File: src/rtl/game_phase_sched.sv
// Purpose: frame sequencer for the typing game. It paces the fall tick, serialises the
//          FALL/SPAWN/KEY line-buffer phases and keeps the score, target, chance and level state.
// Latency: every output is registered. A req asserts one cycle after its trigger and drops one
//          cycle after phase_done is sampled. Counters update one cycle after each hit/miss pulse.
// Backpressure: a phase holds phase_req until the datapath returns phase_done. pause freezes only
//          the tick counter, so a phase that is already running still completes.
// Ports:
//   clk, rst        clock and synchronous active-high reset
//   pause           1 = run, 0 = freeze the fall tick
//   key_valid       a key matched a falling glyph; latched into key_pending
//   phase_done      the datapath finished the requested phase
//   spawned         qualifies phase_done in SPAWN (1 = a glyph was placed)
//   hit, miss       a glyph was resolved (hit = erased by key, miss = fell past the bottom)
//   phase_req       one-hot {KEY,SPAWN,FALL}; 0 while idle
//   score_bcd       three-digit BCD score
//   target_bcd      spawns still to come in this level, BCD
//   chance          remaining chances
//   level           0..4, where 4 is the boss level
//   boss_show       the boss level is active
//   boss_blink      HUD blink phase while the boss level is active
//   game_over       sticky until rst
//   key_pending     a key request is waiting for its KEY phase
module game_phase_sched #(
  parameter int TICK_DIV    = 2500000,
  parameter int SPAWN_EVERY = 32,
  parameter int BLINK_DIV   = 1250000,
  parameter int CHANCE_INIT = 9,
  parameter int L0_TGT      = 30,
  parameter int L1_TGT      = 60,
  parameter int L2_TGT      = 70,
  parameter int L3_TGT      = 100
) (
  input  logic        clk,
  input  logic        rst,
  input  logic        pause,
  input  logic        key_valid,
  input  logic        phase_done,
  input  logic        spawned,
  input  logic        hit,
  input  logic        miss,
  output logic [2:0]  phase_req,
  output logic [11:0] score_bcd,
  output logic [11:0] target_bcd,
  output logic [3:0]  chance,
  output logic [2:0]  level,
  output logic        boss_show,
  output logic        boss_blink,
  output logic        game_over,
  output logic        key_pending
);

  function automatic logic [11:0] to_bcd(input int v);
    return {4'((v / 100) % 10), 4'((v / 10) % 10), 4'(v % 10)};
  endfunction

  function automatic logic [11:0] bcd_inc(input logic [11:0] v);
    logic [11:0] r;
    r = v;
    if (r[3:0] != 4'd9) begin
      r[3:0] = r[3:0] + 4'd1;
    end else begin
      r[3:0] = 4'd0;
      if (r[7:4] != 4'd9) begin
        r[7:4] = r[7:4] + 4'd1;
      end else begin
        r[7:4] = 4'd0;
        // The hundreds digit wraps, so the score rolls over from 999 to 000.
        r[11:8] = (r[11:8] == 4'd9) ? 4'd0 : r[11:8] + 4'd1;
      end
    end
    return r;
  endfunction

  // The caller only uses this on non-zero values.
  function automatic logic [11:0] bcd_dec(input logic [11:0] v);
    logic [11:0] r;
    r = v;
    if (r[3:0] != 4'd0) begin
      r[3:0] = r[3:0] - 4'd1;
    end else begin
      r[3:0] = 4'd9;
      if (r[7:4] != 4'd0) begin
        r[7:4] = r[7:4] - 4'd1;
      end else begin
        r[7:4]  = 4'd9;
        r[11:8] = r[11:8] - 4'd1;
      end
    end
    return r;
  endfunction

  localparam int TW = $clog2(TICK_DIV + 1);
  localparam int SW = $clog2(SPAWN_EVERY + 1);
  localparam int BW = $clog2(BLINK_DIV + 1);
  localparam logic [TW-1:0] TICK_LAST  = TW'(TICK_DIV - 1);
  localparam logic [SW-1:0] SPAWN_LAST = SW'(SPAWN_EVERY - 1);
  localparam logic [BW-1:0] BLINK_LAST = BW'(BLINK_DIV - 1);
  localparam logic [11:0]   TGT0_BCD   = to_bcd(L0_TGT);
  localparam logic [11:0]   TGT1_BCD   = to_bcd(L1_TGT);
  localparam logic [11:0]   TGT2_BCD   = to_bcd(L2_TGT);
  localparam logic [11:0]   TGT3_BCD   = to_bcd(L3_TGT);

  localparam logic [2:0] REQ_FALL  = 3'b001;
  localparam logic [2:0] REQ_SPAWN = 3'b010;
  localparam logic [2:0] REQ_KEY   = 3'b100;

  typedef enum logic [2:0] {S_WAIT, S_FALL, S_SPAWN, S_KEY, S_OVER} state_t;

  state_t        state;
  logic [TW-1:0] tick_cnt;
  logic [SW-1:0] spawn_cnt;
  logic [BW-1:0] blink_cnt;
  logic [9:0]    resolved;
  logic [9:0]    res_sum;
  logic [9:0]    cur_tgt;
  logic [11:0]   next_tgt_bcd;
  logic          alive;
  logic          lvl_up;
  logic          spawn_dec;

  // While chance is zero the game is about to end: phase handshakes are ignored
  // and the state machine moves to OVER on the next edge.
  assign alive   = (chance != 4'd0);
  assign res_sum = resolved + {9'd0, hit} + {9'd0, miss};

  always_comb begin
    cur_tgt      = 10'(L0_TGT);
    next_tgt_bcd = TGT1_BCD;
    case (level)
      3'd1: begin cur_tgt = 10'(L1_TGT); next_tgt_bcd = TGT2_BCD; end
      3'd2: begin cur_tgt = 10'(L2_TGT); next_tgt_bcd = TGT3_BCD; end
      3'd3: begin cur_tgt = 10'(L3_TGT); next_tgt_bcd = 12'h000;  end
      default: ;
    endcase
  end

  assign lvl_up    = (level != 3'd4) && (res_sum >= cur_tgt);
  assign spawn_dec = (state == S_SPAWN) && alive && phase_done && spawned &&
                     (target_bcd != 12'h000);

  // Phase sequencer.
  always_ff @(posedge clk) begin
    if (rst) begin
      state       <= S_WAIT;
      phase_req   <= 3'b000;
      key_pending <= 1'b0;
      tick_cnt    <= '0;
      spawn_cnt   <= '0;
      game_over   <= 1'b0;
    end else if (state == S_OVER) begin
      phase_req <= 3'b000;
    end else if (!alive) begin
      state     <= S_OVER;
      phase_req <= 3'b000;
      game_over <= 1'b1;
    end else begin
      if (key_valid) key_pending <= 1'b1;
      case (state)
        S_WAIT: begin
          if (pause) begin
            if (tick_cnt == TICK_LAST) begin
              tick_cnt  <= '0;
              state     <= S_FALL;
              phase_req <= REQ_FALL;
            end else begin
              tick_cnt <= tick_cnt + TW'(1);
            end
          end
        end
        S_FALL: begin
          if (phase_done) begin
            if (spawn_cnt == SPAWN_LAST) begin
              spawn_cnt <= '0;
              state     <= S_SPAWN;
              phase_req <= REQ_SPAWN;
            end else begin
              spawn_cnt <= spawn_cnt + SW'(1);
              state     <= key_pending ? S_KEY : S_WAIT;
              phase_req <= key_pending ? REQ_KEY : 3'b000;
            end
          end
        end
        S_SPAWN: begin
          if (phase_done) begin
            state     <= key_pending ? S_KEY : S_WAIT;
            phase_req <= key_pending ? REQ_KEY : 3'b000;
          end
        end
        S_KEY: begin
          if (phase_done) begin
            // A key arriving on the completing edge belongs to the next KEY phase.
            key_pending <= key_valid;
            state       <= S_WAIT;
            phase_req   <= 3'b000;
          end
        end
        default: begin
          state     <= S_WAIT;
          phase_req <= 3'b000;
        end
      endcase
    end
  end

  // Game bookkeeping and the boss blink divider.
  always_ff @(posedge clk) begin
    if (rst) begin
      score_bcd  <= 12'h000;
      target_bcd <= TGT0_BCD;
      chance     <= 4'(CHANCE_INIT);
      level      <= 3'd0;
      resolved   <= '0;
      boss_show  <= 1'b0;
      boss_blink <= 1'b0;
      blink_cnt  <= '0;
    end else begin
      if (!game_over) begin
        if (hit) score_bcd <= bcd_inc(score_bcd);
        if (miss && alive) chance <= chance - 4'd1;
        if (lvl_up) begin
          // A level-up reloads the target and wins over a spawn decrement on the same edge.
          level      <= level + 3'd1;
          resolved   <= '0;
          target_bcd <= next_tgt_bcd;
          boss_show  <= (level == 3'd3);
        end else begin
          if (level != 3'd4) resolved <= res_sum;
          if (spawn_dec) target_bcd <= bcd_dec(target_bcd);
        end
      end
      if (level == 3'd4) begin
        if (blink_cnt == BLINK_LAST) begin
          blink_cnt  <= '0;
          boss_blink <= ~boss_blink;
        end else begin
          blink_cnt <= blink_cnt + BW'(1);
        end
      end else begin
        blink_cnt  <= '0;
        boss_blink <= 1'b0;
      end
    end
  end

endmodule

File: config.mk
export PLATFORM = sky130hd
export DESIGN_NAME = game_phase_sched
export DESIGN_NICKNAME = d
export VERILOG_FILES = /design/src/rtl/game_phase_sched.sv
export SDC_FILE = /design/constraint.sdc
export NUM_CORES = 1
export LEC_CHECK = 0
export ABC_AREA = 1
export CAP_MARGIN = 20
export CORE_UTILIZATION = 63
export CTS_CLUSTER_SIZE = 14
export DETAILED_ROUTE_END_ITERATION = 10
export PLACE_DENSITY = 0.86
export SLEW_MARGIN = 20
export SYNTH_ARGS = -nofsm -noshare
export SYNTH_HDL_FRONTEND = slang
export SYNTH_SLANG_ARGS = --single-unit
export TNS_END_PERCENT = 30
File: constraint.sdc
create_clock -name clk -period 5.88 [get_ports clk]
set_input_delay 1.47 -clock clk [delete_from_list [all_inputs] [get_ports clk]]
set_output_delay 1.47 -clock clk [all_outputs]
set_load 0.02 [all_outputs]
# Word level (Yosys, flattened, before mapping)
# Cells that the tools add are included.
[totals]
input_bits = 8
out_inout_bits = 38
regBits = 100
[classes]
n_lt_le_gt_ge = 1
n_addsub = 13
n_eq_ne = 27
n_reduce_logical = 31
n_mux = 32
n_bitwise = 7
[op_table]
columns = ["cell", "n"]
rows = [
  ["3-bit two-way mux", 10],
  ["9-bit one-hot mux with 3 select lines", 1],
  ["12-bit two-way mux", 2],
  ["4-bit two-way mux", 6],
  ["3-bit one-hot mux with 4 select lines", 2],
  ["22-bit by 1-bit adder with 22-bit output (second input constant)", 1],
  ["22-bit == test (second input constant)", 1],
  ["22-bit two-way mux", 1],
  ["21-bit by 1-bit adder with 21-bit output (second input constant)", 1],
  ["21-bit == test (second input constant)", 1],
  ["7-bit one-hot mux with 3 select lines", 1],
  ["10-bit by 1-bit adder with 10-bit output", 2],
  ["10-bit two-way mux", 2],
  ["3-bit != test (second input constant)", 6],
  ["4-bit AND reduction", 4],
  ["4-bit by 1-bit subtractor with 4-bit output (second input constant)", 4],
  ["2-bit != test (second input constant)", 7],
  ["2-bit AND reduction", 7],
  ["4-bit by 1-bit adder with 4-bit output (second input constant)", 3],
  ["3-bit by 2-bit == test with 1-bit output (second input constant)", 4],
  ["12-bit nonzero test", 1],
  ["4-bit nonzero test", 3],
  ["10-bit greater-or-equal comparator", 1],
  ["8-bit two-way mux", 1],
  ["other kinds (19)", 39],
]

# Longest topological paths before layout
# Gate-level depths: netlist of run 1.
[logic_depth]
word_depth = 7
ltp_mapped = 23

# Worst setup path after synthesis of run 1
# OpenSTA, ideal clock, no wires.
[synth_path]
path_type = "input to register"
start = "input hit"
end = "register target_bcd[8]"
setup_ns = 0.116
path_buffers = 1
cell_stages = 23
arrival_ns = 3.838
setup_slack_ns = 1.926
path_cell_list = "inv_1 -> fa_1 -> inv_2 -> ha_1 -> nand2_1 -> inv_1 -> nand2_1 -> xor2_1 -> inv_1 -> ha_1 -> nand3_1 -> nand2_1 -> nor2_1 -> nand2_1 -> a21oi_1 -> nand2_2 -> nand2_2 -> buf_6 -> nand2_4 -> nand2_4 -> inv_1 -> nor2_1 -> nor2_1"
[synth_via]
elab_chain_len = 6
elab_cells_between_ends = 9
[synth_lines]
columns = ["item", "line_no", "text"]
rows = [
  ["start, declared", "39", "input logic hit,"],
  ["10-bit by 1-bit adder with 10-bit output (*) (2 in a row)", "124", "assign res_sum = resolved + {9'd0, hit} + {9'd0, miss};"],
  ["10-bit greater-or-equal comparator (*)", "137", "assign lvl_up = (level != 3'd4) && (res_sum >= cur_tgt);"],
  ["1-bit logical AND (*)", "137", ""],
  ["2-bit != test (no source line) / 2-bit nonzero test (equally long branches)", "-", ""],
  ["4-bit AND reduction (no source line)", "-", ""],
  ["end signal, assigned", "224", "target_bcd <= next_tgt_bcd;"],
  ["end signal, assigned", "228", "if (spawn_dec) target_bcd <= bcd_dec(target_bcd);"],
  ["end, declared", "43", "output logic [11:0] target_bcd,"],
]
# Every way passes the cells marked *; elsewhere a longest branch is shown, timed or not.
# A chain may end at the register's enable or synchronous reset.

# Worst setup path after layout of run 1
[layout_path]
start = "input hit"
end = "register target_bcd[4]"
[layout_via]
elab_chain_len = 6
elab_cells_between_ends = 8
[layout_lines]
columns = ["item", "line_no"]
rows = [
  ["10-bit by 1-bit adder with 10-bit output (*) (2 in a row)", "124"],
  ["10-bit greater-or-equal comparator (*)", "137"],
  ["1-bit logical AND (*)", "137"],
  ["2-bit != test (no source line) / 2-bit nonzero test (equally long branches)", "-"],
  ["3-bit AND reduction (no source line)", "-"],
]
# Marks and branches as above.

==> results by group, run 1 <==
Route
  – Vias per cell: 5.55
  – Met3 wire length: 565 um
  – DRC viols: 0
  – Metal-1 WL: 5190 um
  – Final WL: 12,000 um
  – Drt wl/cell: 12.9 um
  – Max layer used: met4
  – Via Count: 5,154
  – Metal2 WL: 5970 um
  – Final antenna-violating net count: 0
  – Initial detailed-routing violation count: 288
  – Drt first pass iters: 5

Layout
  – Proportion of layout cells with a drive suffix above 1: 0.0583
  – Final instance area: 6050 um2
  – Fillers: 684
  – Sequential Area: 2000 um2
  – Footprint of the multi-input gates: 2830 um2
  – Inserted Diodes: 0
  – Number of nets in the layout: 848
  – Synth-to-layout area growth: 13.5%

Timing
  – RSZ-0062 raised after global routing: false
  – Max Clock Freq: 219 MHz
  – Actual slew at the worst max-slew pin: 0.807 ns
  – Final hold vios: 0
  – TNS Setup: 0 ns
  – Relative slew slack: 0.458
  – Final setup vio count: 0
  – Final Skew: 0.00949 ns
  – Max Slew Vio Count: 0
  – Final worst path period share: 0.777
  – Min Tclk post-route: 4.57 ns

Placement
  – Count of input and output buffers: 45
  – DP Area: 5870 um2
  – GP Congestion: 0.965
  – Post-detail-place hpwl: 8890 um

CTS
  – Root Buffer: clkbuf_8
  – PostCTS Resize Cnt: 0
  – Clock Latency Late Sink: 0.37 ns
  – Cts hold-fix bufs: 0
  – Setup bufs post-CTS: 0
  – CTS H-Tree Depth: 3
  – Clock sinks: 100
  – Num CTS Buffers: 9
  – CTS tree: yes
  – Max Root-Sink Buffers: 2
  – Clock-pin slew on the worst setup and hold paths: 0.09 ns

GRT
  – GRT overflow: 0
  – First-pass GRT wire length: 20,400 um
  – Initial antenna violation count: 0
  – All-Layer GR Usage: 0.287
  – Pin count of the biggest net entering global routing: 33
  – Vias in the first global route: 4,797

Setup path
  – Worst-path cell chain: clkdlybuf4s50_1, inv_1, fa_1, inv_2, ha_1, nand2_1, inv_1, nand2_1, xor2_1, inv_1, ha_1, nand3_1, nand2_1, nor2_1, nand2_1, a21oi_1, nand2_2, nand2_2, nand2_1, nand2_4, inv_1, nand2_1, nand3_1
  – Worst EP arrival: 4.81 ns
  – CP max stage cell: clkdlybuf4s50_1
  – Setup crit end kind: register
  – WP data required: 6.12 ns
  – CP peak stage delay: 0.45 ns
  – Crit Path Max Fanout: 20
  – Critical path type: in -> reg
  – Top delay family on crit path: simple AND/OR/NAND/NOR gates
  – Top cell by count, worst path: nand2_1
  – Setup crit start kind: input port
  – Flop-to-flop setup slack: 2.60 ns
  – Critical path buffers and inverters: 6

Synthesis
  – Sequential area share after synthesis: 0.375
  – Synth area leaders: dfxtp_1 (38%), nand2_1 (11%), inv_1 (8.2%), a21oi_1 (6.7%), nor2_1 (5.2%)
  – Yosys top cell area share: 0.375
  – Cell count after synthesis: 772
  – Async set-or-reset flop fraction in the synthesized netlist: 0
  – Number of synthesized flops with an enable pin: 0
  – Mean Syn Cell Area: 6.91 um2
  – YS warnings: 0
  – Cell with the most instances after synthesis: nand2_1
  – Netlist cell types: 39
  – Leading area contributor after synthesis: dfxtp_1
  – Post-synth top flop: dfxtp_1
  – Synthesized flop and latch total: 100
  – Synth top cells by count: nand2_1 (154), inv_1 (116), dfxtp_1 (100), nor2_1 (74), a21oi_1 (71)
  – Cell Area, Synth: 5330 um2
  – Syn_nets: 800

Floorplanning
  – Die W: 94 um
  – Starting Density: 0.649
  – Core ar.: 8220 um2
  – Rows: 33
  – Die area: 8840 um2
  – Num ports: 46
  – Die Y: 94 um

Pwr
  – Pwr Density: 219 nW/um2
  – VDD IR max: 0.120 mV
  – Lkg Pwr: 2.28 nW
  – Total power: 1.33 mW

Flow run
  – Max-Cap Viols: 0

Run status
  – Status: completed

Min path
  – HP Class: reg -> reg
placed cells by master (no fill, tap or decap), types with 3 or more instances in the layout:
cell / instances
xnor2_1: 5
or2_2: 3
clkbuf_8: 9
inv_1: 116
nor2_1: 74
ha_1: 19
o21a_1: 4
nand2_1: 154
nand4_1: 24
nor3b_1: 5
o21ai_1: 5
xor2_1: 7
nor2_2: 9
nand2_2: 8
nand3_2: 3
nand2_4: 4
nor3_1: 40
nor4_1: 5
clkdlybuf4s50_1: 45
o21ai_0: 34
nand3_1: 53
a21oi_1: 71
dfxtp_1: 100
routing by layer:
| layer | up-vias | track usage |
|---|---|---|
| li1 | 2628 | - |
| met5 | - | 0 |
| met3 | 25 | 0.0510 |
| met1 | 2369 | 0.343 |
| met4 | 0 | 0.115 |
| met2 | 132 | 0.506 |
path summary, 6_finish.rpt:
kind	start	endpoint	cells past startpoint
setup / recovery	hit	target_bcd[4]	23
hold / removal	tick_cnt[21]	tick_cnt[21]	2
setup reg to reg	resolved[0]	target_bcd[4]	22
hold reg to reg	tick_cnt[21]	tick_cnt[21]	2
per-stage QoR:
stage          setup WS, ns  hold WS, ns  instances   util
2_1_floorplan          1.93        0.430        772      -
5_1_grt               0.905        0.493        929  0.737
3_5_place_dp          0.962        0.453        914  0.714
4_1_cts                1.34        0.473        929  0.737
3_3_place_gp           1.11        0.441        914  0.714
6_report               1.31        0.474        929  0.737
worst min-delay path, cell delays in order, from the launching register on:
cell     delay (ns)
dfxtp_1        0.32
nand2_1        0.06
a21oi_1        0.05
cells by family after synthesis:
group / count (synthesis) / synth area share
compound gates: 123 / 0.122
flops: 100 / 0.375
simple gates: 390 / 0.342
buf+inv: 127 / 0.0934
fa+ha+maj: 20 / 0.0483
xor+xnor: 12 / 0.0197
final cells by class:
type	count	area share
flip-flops and latches	100	0.331
clock inverters	5	0.00992
clock buffers	10	0.0211
repair buffers	46	0.0756
well taps	105	0.0217
inverters	118	0.0732
multi-input cells	545	0.468
sequential cells by signal (all words and copies together) (netlist names):
register	flops
tick_cnt	22
blink_cnt	21
score_bcd	12
target_bcd	12
resolved	10
spawn_cnt	6
chance	4
level	3
phase_req	3
state	3
boss_blink	1
boss_show	1
game_over	1
key_pending	1
power breakdown:
group          total [mW]  internal [mW]  leakage, nW  switching (mW)
combinational       0.172         0.0650         1.38           0.107
sequential          0.718          0.697        0.809          0.0208
clock               0.437          0.197       0.0931           0.240
No activity file was read; power rests on OpenSTA's default activity.
==> inputs of run 2 (changes only) <==
- CORE_UTILIZATION: 63 -> 58
- PLACE_DENSITY: 0.86 -> 0.8
- clock period: 5.88 -> 4.46 ns (I/O delays scaled with it)
==> run 2 against run 1 <==
Compared with the run above: the flow now finishes with violations (DRC); first-iteration DRC count is 7.3% lower; register-to-register slack worse by 1.2 ns; via count is 0.95% lower; critical endpoint is now target_bcd[5]; largest cell class unchanged; largest power group unchanged; highest routed layer unchanged.
==> results by group, run 2 (synthesis results as in run 1) <==
Run status
  – Status: complete, but fails checks
  – Failing checks: DRC

Timing
  – Final worst path period share: 0.888
  – Min Tclk post-route: 3.96 ns
  – Final setup vio count: 0
  – Max Clock Freq: 252 MHz
  – RSZ-0062 raised after global routing: false
  – Actual slew at the worst max-slew pin: 0.583 ns
  – Final hold vios: 0
  – Final Skew: 0.0159 ns
  – TNS Setup: 0 ns
  – Max Slew Vio Count: 0
  – Relative slew slack: 0.609

Pwr
  – Pwr Density: 284 nW/um2
  – VDD IR max: 0.177 mV
  – Lkg Pwr: 2.30 nW

Route
  – Final antenna-violating net count: 0
  – Drt first pass iters: 7
  – DRC viols: 1
  – Vias per cell: 5.46
  – Met3 wire length: 558 um
  – Metal-1 WL: 5460 um
  – Drt wl/cell: 12.6 um
  – Final WL: 11,700 um
  – Initial detailed-routing violation count: 267
  – Metal2 WL: 5550 um
  – Via Count: 5,105
  – Max layer used: met4

Min path
  – Hold_sp: phase_req[0]
  – HP Class: reg -> reg

Layout
  – Non-filler cells, final: 935
  – Synth-to-layout area growth: 14.1%
  – Largest Register: tick_cnt
  – Number of nets in the layout: 850
  – Most frequent cells in the layout: nand2_1 (154), inv_1 (116), dfxtp_1 (100)
  – Max reg flops: 22
  – Most common cell after layout, fill and taps aside: nand2_1
  – Proportion of layout cells with a drive suffix above 1: 0.0629
  – Sequential Area: 2000 um2
  – Regs by FF count: tick_cnt: 22 flops, blink_cnt: 21 flops
  – Inserted Diodes: 0
  – Footprint of the multi-input gates: 2830 um2
  – Fillers: 796

Floorplanning
  – Die Y: 97.9 um
  – Die area: 9580 um2
  – Rows: 34
  – Core ar.: 8810 um2
  – Num ports: 46
  – Die W: 97.9 um
  – Starting Density: 0.606

CTS
  – CTS H-Tree Depth: 3
  – Num CTS Buffers: 9
  – Max Root-Sink Buffers: 2
  – Root Buffer: clkbuf_8
  – Cts hold-fix bufs: 0
  – PostCTS Resize Cnt: 0
  – Clock Latency Late Sink: 0.37 ns
  – Setup bufs post-CTS: 0
  – Clock sinks: 100
  – Clock-pin slew on the worst setup and hold paths: 0.11 ns
  – CTS tree: yes

GRT
  – Pin count of the biggest net entering global routing: 29
  – GRT overflow: 0
  – First-pass GRT wire length: 20,300 um
  – Initial antenna violation count: 0
  – Vias in the first global route: 4,736
  – All-Layer GR Usage: 0.256

Setup path
  – Worst EP arrival: 4.22 ns
  – Critical path type: in -> reg
  – Top cell by count, worst path: nand2_1
  – Crit Path Max Fanout: 8
  – WP data required: 4.72 ns
  – CP peak stage delay: 0.45 ns
  – CP startpoint: hit
  – Reg2reg start: resolved[0]
  – CP max stage cell: clkdlybuf4s50_1
  – Setup crit end kind: register
  – Worst-path cell chain: clkdlybuf4s50_1, inv_1, fa_1, inv_2, ha_1, nand2_1, inv_1, nand2_1, xor2_1, inv_1, ha_1, nand3_1, nand2_1, nor2_1, nand2_1, a21oi_1, nand2_2, nand2_2, nand2_1, nand2_4, inv_1, nand2_1, nand3_1
  – Setup crit start kind: input port

Placement
  – Cells after DPL: 919
  – Post-detail-place hpwl: 8860 um
  – Count of input and output buffers: 45
  – GP Congestion: 0.958

Flow run
  – Max-Cap Viols: 0
run 2: changes by cell type in the layout (fill, tap and decap cells not counted), sizes merged:
| cell | previous run | this run |
|---|---|---|
| buf | 1 | 3 |
| bufinv | 1 | 0 |
| clkbuf | 10 | 9 |
| clkinv | 2 | 3 |
| inv | 119 | 121 |
run 2: worst paths after layout:
kind,slack [ns],cells after the start,end
min reg2reg,0.46,2,phase_req[0]
max reg2reg,1.43,22,target_bcd[5]
max,0.50,23,target_bcd[5]
min,0.46,2,phase_req[0]
run 2: critical path: cells and delay by family:
family | cells | cell delay, ns
buffers and inverters | 6 | 0.85
XOR/XNOR | 1 | 0.13
adder cells (fa/ha/maj) | 3 | 0.91
AND/OR/NAND/NOR | 12 | 1.10
AO/OA/AOI/OAI | 1 | 0.15
run 2: per-stage QoR:
step | utilization | instance area (um2) | setup slack [ns] | total power [mW] | hold slack (ns)
final | 0.691 | 6090 | 0.497 | 1.73 | 0.462
after global routing | 0.691 | 6090 | 0.154 | 1.81 | 0.484
after detailed placement | 0.670 | 5900 | 0.119 | 1.19 | 0.446
after floorplan | - | 5330 | 0.861 | 1.12 | 0.430
after global placement | 0.670 | 5900 | 0.210 | 1.18 | 0.442
after CTS | 0.691 | 6090 | 0.512 | 1.75 | 0.468
run 2: power by group:
part	total (mW)	internal, mW	switching, mW
combinational	0.226	0.0854	0.141
sequential	0.946	0.920	0.0259
clock	0.559	0.217	0.342
total	1.73	1.22	0.509
run 2: metal layers:
| layer | GRT usage | vias to the layer above |
|---|---|---|
| met3 | 0.0530 | 15 |
| met4 | 0.0618 | 0 |
| met5 | 0 | - |
| li1 | - | 2633 |
| met1 | 0.329 | 2337 |
| met2 | 0.437 | 120 |
run 2: cell type report:
class	instances	share of cell area
Tap cell	108	0.0222
Clock buffer	9	0.0203
Inverter	118	0.0728
Multi-Input combinational cell	545	0.465
Sequential cell	100	0.329
Clock inverter	7	0.0107
Timing Repair Buffer	48	0.0798
